`src/rtl/doorbell_arbiter.sv`:
```
// Doorbell arbiter: latches trigger rising edges into sticky pending bits and
// presents them one at a time, round-robin, on a single acknowledged interrupt.
module doorbell_arbiter #(
  parameter int NUM_CH     = 4,
  parameter int GAP_CYCLES = 2,
  localparam int IDW       = $clog2(NUM_CH)
) (
  input  logic              clk_i,
  input  logic              rst_i,
  input  logic [NUM_CH-1:0] db_trigger_i,
  input  logic [NUM_CH-1:0] db_mask_i,
  output logic              irq_o,
  output logic [IDW-1:0]    irq_id_o,
  input  logic              irq_ack_i,
  output logic [NUM_CH-1:0] pending_o,
  output logic [NUM_CH-1:0] overrun_o,
  input  logic [NUM_CH-1:0] overrun_clr_i
);

  localparam int CW = (GAP_CYCLES < 2) ? 1 : $clog2(GAP_CYCLES + 1);
  localparam int SW = IDW + 1;

  typedef enum logic [1:0] {IDLE, RING, GAP} state_t;

  state_t            state_q;
  logic [NUM_CH-1:0] trig_q;
  logic [NUM_CH-1:0] pending_q;
  logic [NUM_CH-1:0] overrun_q;
  logic [IDW-1:0]    ptr_q;
  logic [IDW-1:0]    irq_id_q;
  logic              irq_q;
  logic [CW-1:0]     gap_q;

  logic [NUM_CH-1:0] edges;
  logic [NUM_CH-1:0] clr;
  logic [NUM_CH-1:0] eligible;
  logic              ack_fire;
  logic [IDW-1:0]    winner;
  logic              found;
  logic [SW-1:0]     sum;
  logic [IDW-1:0]    idx;
  logic [IDW-1:0]    ptr_next;

  assign edges    = db_trigger_i & ~trig_q;
  assign ack_fire = (state_q == RING) && irq_ack_i;
  assign eligible = pending_q & ~db_mask_i;
  assign ptr_next = (irq_id_q == IDW'(NUM_CH - 1)) ? '0 : irq_id_q + 1'b1;

  always_comb begin
    clr = '0;
    if (ack_fire) clr[irq_id_q] = 1'b1;
  end

  // Scan from the round-robin pointer upward with wrap; first eligible wins.
  always_comb begin
    winner = '0;
    found  = 1'b0;
    sum    = '0;
    idx    = '0;
    for (int i = 0; i < NUM_CH; i++) begin
      sum = {1'b0, ptr_q} + SW'(i);
      if (sum >= SW'(NUM_CH)) sum = sum - SW'(NUM_CH);
      idx = sum[IDW-1:0];
      if (!found && eligible[idx]) begin
        found  = 1'b1;
        winner = idx;
      end
    end
  end

  always_ff @(posedge clk_i) begin
    if (rst_i) begin
      state_q   <= IDLE;
      trig_q    <= '0;
      pending_q <= '0;
      overrun_q <= '0;
      ptr_q     <= '0;
      irq_id_q  <= '0;
      irq_q     <= 1'b0;
      gap_q     <= '0;
    end else begin
      trig_q    <= db_trigger_i;
      pending_q <= (pending_q & ~clr) | edges;
      overrun_q <= (overrun_q & ~overrun_clr_i) | (edges & pending_q & ~clr);
      case (state_q)
        IDLE: begin
          if (found) begin
            irq_q    <= 1'b1;
            irq_id_q <= winner;
            state_q  <= RING;
          end
        end
        RING: begin
          if (irq_ack_i) begin
            irq_q <= 1'b0;
            ptr_q <= ptr_next;
            if (GAP_CYCLES == 0) begin
              state_q <= IDLE;
            end else begin
              state_q <= GAP;
              gap_q   <= CW'(GAP_CYCLES);
            end
          end
        end
        GAP: begin
          gap_q <= gap_q - 1'b1;
          if (gap_q <= CW'(1)) state_q <= IDLE;
        end
        default: state_q <= IDLE;
      endcase
    end
  end

  assign irq_o     = irq_q;
  assign irq_id_o  = irq_id_q;
  assign pending_o = pending_q;
  assign overrun_o = overrun_q;

endmodule
```
`config.mk`:
```
export PLATFORM = sky130hd
export DESIGN_NAME = doorbell_arbiter
export DESIGN_NICKNAME = d
export VERILOG_FILES = /design/src/rtl/doorbell_arbiter.sv
export SDC_FILE = /design/constraint.sdc
export NUM_CORES = 1
export LEC_CHECK = 0
export BUFFER_PORTS_ARGS = -buffer_cell sky130_fd_sc_hd__buf_2
export CORE_MARGIN = 2
export CORE_UTILIZATION = 45
export CTS_BUF_LIST = sky130_fd_sc_hd__clkbuf_8
export DETAILED_ROUTE_END_ITERATION = 16
export PLACE_DENSITY = 0.7
export SYNTH_ARGS = -nofsm -noshare
export SYNTH_HDL_FRONTEND = slang
export SYNTH_SLANG_ARGS = --single-unit
```
`constraint.sdc`:
```
create_clock -name clk_i -period 1.8 [get_ports clk_i]
set_clock_uncertainty 0.15 [all_clocks]
set_input_delay 0.09 -clock clk_i [delete_from_list [all_inputs] [get_ports clk_i]]
set_output_delay 0.09 -clock clk_i [all_outputs]
set_load 0.05 [all_outputs]
```
==> impl_metrics.csv, run 1 <==
group,metric,value,unit
timing,fmax,0.663,GHz
global_route,grt_max_degree,22,
worst_setup_path,crit_path_max_incr_delay,0.37,ns
pwr,max-vdd-ir-drop,0.000570,V
synth,synth_cell_types,27,
worst_hold_path,hold_path_class,"in2reg",
place,io_buffers,25,
floorplan,rows,16,
route,post_drt_via_cell_ratio,4.93,
floorplan,start_util,48.6,%
synth,async_flop_share,0,%
synth,syn_inst,107,
worst_setup_path,arrival,1.54,ns
cells_and_area,n_fill_cell,185,
worst_setup_path,cp_slowest_cell,"dfxtp_1",
pwr,power,1110,uW
worst_setup_path,crit_fanout,6,
pwr,pwr_density_cell,875,nW/um^2
cts,cts_buffer_depth,2,
worst_setup_path,crit_buf_inv,0,
synth,synth_edf_count,0,
timing,rsz0062_at_grt,"no",
synth,yosysSeqAreaShare,43.2,%
timing,slew_viol_final,0,
synth,ys_ff_latch,21,
floorplan,design.die.area,2550,um^2
cts,clk_pin_slew,0.08,ns
cts,post_cts_buffers,0,
cts,cts_inserted_buffers,3,
route,antenna_left,0,
cells_and_area,drive_gt1_share,23.8,%
synth,netlist_area,973,um^2
floorplan,fp.dieH,50.5,um
global_route,track_usage,17.9,%
synth,yosysWarnings,0,
worst_setup_path,required,1.83,ns
timing,setup_viol,0,
global_route,grt_pass1_vias,845,
place,pre_cts_slack,0.317,ns
place,routabilityCongestion,0.809,
worst_setup_path,crit_path_end_kind,"flop",
cells_and_area,n_antenna_cell,0,
worst_setup_path,crit_type,"reg2reg",
pwr,leakage,0.000542,uW
synth,syn_area_per_cell,9.10,um^2
cts,clockRootBuffer,"clkbuf_8",
cts,cts_max_level,1,
timing,holdWs,0.0657,ns
timing,timing.final.crit_share,83.8,%
cells_and_area,nNetsFinal,164,
place,hpwl,1.36,mm
floorplan,core_area,2000,um^2
cells_and_area,regArea,420,um^2
cells_and_area,area.growth.synth_to_final,29.8,%
route,drt_wl_total,1.94,mm
worst_setup_path,setup.worst_path.start_class,"flop",
route,firstDrtPassIters,5,
synth,synth_fp_nets,127,
global_route,grt_pass1_wl,3.54,mm
floorplan,die-width,50.5,um
cts,insertion_delay,0.26,ns
timing,finalHoldViolCount,0,
timing,setup_slack,0.292,ns
route,routedWlPerCell,11.4,um
route,drc,0,
cts,cts_tree,"built",
worst_setup_path,reg2reg_depth,4,
flow_run,cap_violations,0,
global_route,grt_overflow_total,0,
worst_setup_path,cp.depth,4,
global_route,antenna_found_initial,0,
worst_setup_path,crit_chain,"nor2b_4 > o21ai_0 > a211o_1 > a221oi_2",
timing,period_needed,1.51,ns
timing,relSlewSlack,74.6,%
timing,setup_tns,0,ns
cts,cts_sinks,21,
cells_and_area,multi_input_area,500,um^2
route,drt_iter0_drc,8,
worst_hold_path,min_path_cells,2,
route,vias,838,
worst_setup_path,crit_family,"compound AO/OA/AOI/OAI gates",
cells_and_area,utilization,63.1,%
floorplan,ios,26,
status,outcome,"finished clean",
synth,yosys_most_used_dff,"dfxtp_1",
timing,worstMarginPinSlew,0.382,ns
## cells in the mapped netlist (2+ instances only)
cell	number	area share (%)
ha_1	5	6.4
clkbuf_1	2	0.77
nand2_1	4	1.5
o22ai_1	4	2.6
nor3_1	2	1.0
o21ai_0	5	2.6
inv_1	12	4.6
dfxtp_1	21	43
nor2b_1	12	7.7
a21oi_1	12	6.2
nand2b_1	7	4.5
nor2_1	5	1.9
a2111oi_0	2	1.8
## report_power, final
part	internal (uW)	leakage, uW	switching [uW]
Clock	156	0.0000217	164
Combinational	100	0.000347	156
Sequential	499	0.000173	30.0
## final timing paths
kind | startpoint | endpoint | slack [ns]
worst max-delay path | pending_o[1] | irq_id_o[0] | 0.29
worst min-delay path | rst_i | ptr_q[0] | 0.07
worst max register to register | pending_o[1] | irq_id_o[0] | 0.29
worst min register to register | irq_o | irq_o | 0.32
## timing repair
item | CTS | global route
hold buffers | 9 | 0
gates resized for setup | 0 | 0
setup endpoints to repair | 0 | 0
hold endpoints to repair | 13 | 0
## cell usage in the layout (no fill, tap or decap)
master         netlist  routed
o21ai_0              5       5
nand2_1              4       4
nor2b_4              1       1
nand3b_1             1       1
a31oi_1              1       1
and2b_4              1       1
clkbuf_8             0       3
dfxtp_1             21      21
a21boi_0             1       1
mux2i_1              1       1
dlygate4sd3_1        0       9
nand3b_2             1       1
a211o_1              1       1
or2b_1               1       1
inv_1               12      12
nor4_1               1       1
o22ai_1              4       4
a21oi_1             12      12
o211ai_1             1       1
buf_2                0      25
nor2b_1             12      12
clkinvlp_4           0       1
nand2b_1             7       7
a221oi_2             1       1
o2bb2ai_1            1       1
nor3_1               2       2
o41ai_4              1       1
ha_1                 5       5
a2111oi_0            2       2
nor2_1               5       5
## per-stage QoR
stage | instance area, um^2 | instances
6_report | 1260 | 170
5_1_grt | 1260 | 170
4_1_cts | 1260 | 170
3_5_place_dp | 1120 | 157
3_3_place_gp | 1120 | 157
2_1_floorplan | 973 | 107
## layer usage
layer | up-vias | part of all wire [%] | GRT usage (%)
li1 | 436 | - | -
met1 | 371 | 46 | 21.8
met2 | 26 | 46 | 31.4
met3 | 5 | 5.6 | 4.17
met4 | 0 | 1.8 | 5.41
met5 | - | 0 | 0
## sequential cells by signal (all words and copies together), names as in the netlist
register / flops
pending_o: 4
ptr_q: 2
irq_o: 1
overrun_o: 4
irq_id_o: 2
state_q: 2
gap_q: 2
trig_q: 4
## cell type report
| cell class | count | area share [%] |
|---|---|---|
| timing repair buffer | 34 | 17.0 |
| clock buffer | 3 | 3.27 |
| inverter | 12 | 3.56 |
| clock inverter | 1 | 0.594 |
| sequential | 21 | 33.3 |
| multi-input combinational | 72 | 39.6 |
| tap | 27 | 2.67 |
## cell families after synthesis
group           after synthesis  share of synthesized area (%)
compound gates               30                           21.5
fa+ha+maj                     5                           6.43
buf+inv                      14                           5.40
flops                        21                           43.2
mux                           1                           1.03
simple gates                 36                           22.5
Note: power is estimated with default switching activity, not from simulation.
==> run 2: changes to the inputs <==
==> constraint.sdc (replaced) <==
create_clock -name clk_i -period 1.4 [get_ports clk_i]
set_clock_uncertainty 0.15 [all_clocks]
set_input_delay 0.07 -clock clk_i [delete_from_list [all_inputs] [get_ports clk_i]]
set_output_delay 0.07 -clock clk_i [all_outputs]
set_load 0.05 [all_outputs]
==> impl_metrics.csv, run 2 (same netlist as run 1, synthesis figures left out) <==
group,metric,value,unit
place,routabilityCongestion,0.773,
cts,cts_sinks,21,
route,vias,882,
cts,clockRootBuffer,"clkbuf_8",
place,pre_cts_slack,-0.0727,ns
cts,insertion_delay,0.25,ns
cells_and_area,n_fill_cell,175,
worst_setup_path,setup.worst_path.start_class,"flop",
global_route,grt_pass1_wl,3.73,mm
pwr,pwr_density_cell,1060,nW/um^2
route,dr_wl_met2,1.14,mm
flow_run,cap_violations,0,
floorplan,ios,26,
pwr,seq_power_share,47.3,%
worst_setup_path,required,1.42,ns
cts,clk_pin_slew,0.07,ns
place,io_buffers,25,
cells_and_area,layout_common_cells,"buf_2, dfxtp_1, inv_1, nor2b_1, a21oi_1",
cells_and_area,layout_commonest_cell,"buf_2",
floorplan,design.die.area,2550,um^2
timing,setup_tns,-0.0616,ns
floorplan,rows,16,
pwr,power.internal,1010,uW
global_route,antenna_found_initial,0,
worst_setup_path,crit_path_max_incr_delay,0.37,ns
floorplan,fp.dieH,50.5,um
floorplan,core_area,2000,um^2
floorplan,start_util,48.6,%
timing,setup_viol,2,
route,m1WireLength,907,um
worst_setup_path,crit_path_end_kind,"flop",
pwr,leakage,0.000598,uW
worst_setup_path,crit_chain,"and2b_4 > o41ai_4 > a31oi_1 > a221oi_2",
timing,timing.final.crit_share,103,%
worst_setup_path,crit_fanout,4,
cells_and_area,drive_gt1_share,33.6,%
timing,period_needed,1.45,ns
cells_and_area,nNetsFinal,173,
route,antenna_left,0,
route,highest_layer,"met4",
worst_setup_path,cp_slowest_cell,"o41ai_4",
pwr,p_sw_share,30.4,%
route,drc,0,
worst_setup_path,arrival,1.46,ns
floorplan,die-width,50.5,um
status,outcome,"complete, but fails checks",
cts,cts_inserted_buffers,3,
global_route,grt_max_degree,22,
place,hpwl,1.56,mm
route,drt_wl_total,2.14,mm
timing,fmax,0.690,GHz
cts,cts_tree,"built",
route,routed-wl-met3,79,um
timing,rsz0062_at_grt,"yes",
worst_setup_path,crit_family,"compound AO/OA/AOI/OAI gates",
worst_setup_path,ff2ff_setup_slack,-0.05,ns
timing,finalHoldViolCount,0,
cts,cts_max_level,1,
global_route,grt_overflow_total,0,
worst_setup_path,crit_buf_inv,0,
global_route,grt_pass1_vias,951,
timing,setup_slack,-0.0487,ns
cts,cts_buffer_depth,2,
cells_and_area,n_antenna_cell,0,
pwr,max-vdd-ir-drop,0.000758,V
timing,worstMarginPinSlew,0.387,ns
timing,slew_viol_final,0,
pwr,power,1440,uW
route,firstDrtPassIters,4,
route,routedWlPerCell,12.0,um
pwr,p_sw,439,uW
route,drt_iter0_drc,9,
pwr,share_comb_of_total_power,26.7,%
status,violations,"setup timing",
timing,holdWs,0.0627,ns
cells_and_area,area.growth.synth_to_final,39.6,%
timing,relSlewSlack,74.2,%
worst_setup_path,crit_type,"reg2reg",
worst_hold_path,hold_path_class,"in2reg",
global_route,track_usage,19.1,%
pwr,clockPowerShare,26.0,%
route,post_drt_via_cell_ratio,4.93,
==> run 2: per-stage QoR <==
stage	instance area, um^2	cells	utilization (%)
final	1360	179	67.9
after global routing	1360	179	67.9
after CTS	1340	178	66.7
after detailed placement	1200	165	59.9
after global placement	1200	165	59.9
after floorplan	988	107	-
==> run 2: what timing repair did <==
action,4_1_cts,5_1_grt
pin swaps,0,3
setup endpoints to repair,4,8
hold buffers,9,0
endpoints found under the hold margin,13,0
gates resized for setup,3,8
buffers inserted,0,1
==> run 2: final cells by class <==
class                           count  area [um^2]  share of cell area (%)
Timing Repair Buffer               43          283                    20.8
Multi-Input combinational cell     72          517                    38.0
Clock inverter                      1         3.75                   0.276
Sequential cell                    21          435                    32.0
Tap cell                           27         33.8                    2.49
Inverter                           12         45.0                    3.31
Clock buffer                        3         41.3                    3.04
==> run 2: final timing paths <==
| kind | start | endpoint | cells after the start |
|---|---|---|---|
| setup / recovery | pending_o[0] | irq_id_o[0] | 4 |
| hold / removal | rst_i | ptr_q[1] | 2 |
| setup reg to reg | pending_o[0] | irq_id_o[0] | 4 |
| hold reg to reg | irq_o | irq_o | 2 |
==> run 2: routing by layer <==
metal  vias to the layer above  GRT usage [%]
met3                         2           3.87
li1                        454              -
met4                         0           7.21
met5                         -              0
met2                        19           36.0
met1                       407           20.7
==> run 2: power by group through the flow <==
stage          registers, uW  clock network (uW)  logic [uW]
3_3_place_gp             692                   0         342
2_1_floorplan            775                   0         152
6_report                 683                 376         385
4_1_cts                  682                 389         373
5_1_grt                  690                 414         421
3_5_place_dp             695                   0         351
==> run 2: worst register-to-register path: stages, from the launching register on <==
cell and delay, ns:
dfxtp_2 0.35, and2b_4 0.19, o41ai_4 0.37, a31oi_1 0.09, a221oi_2 0.22
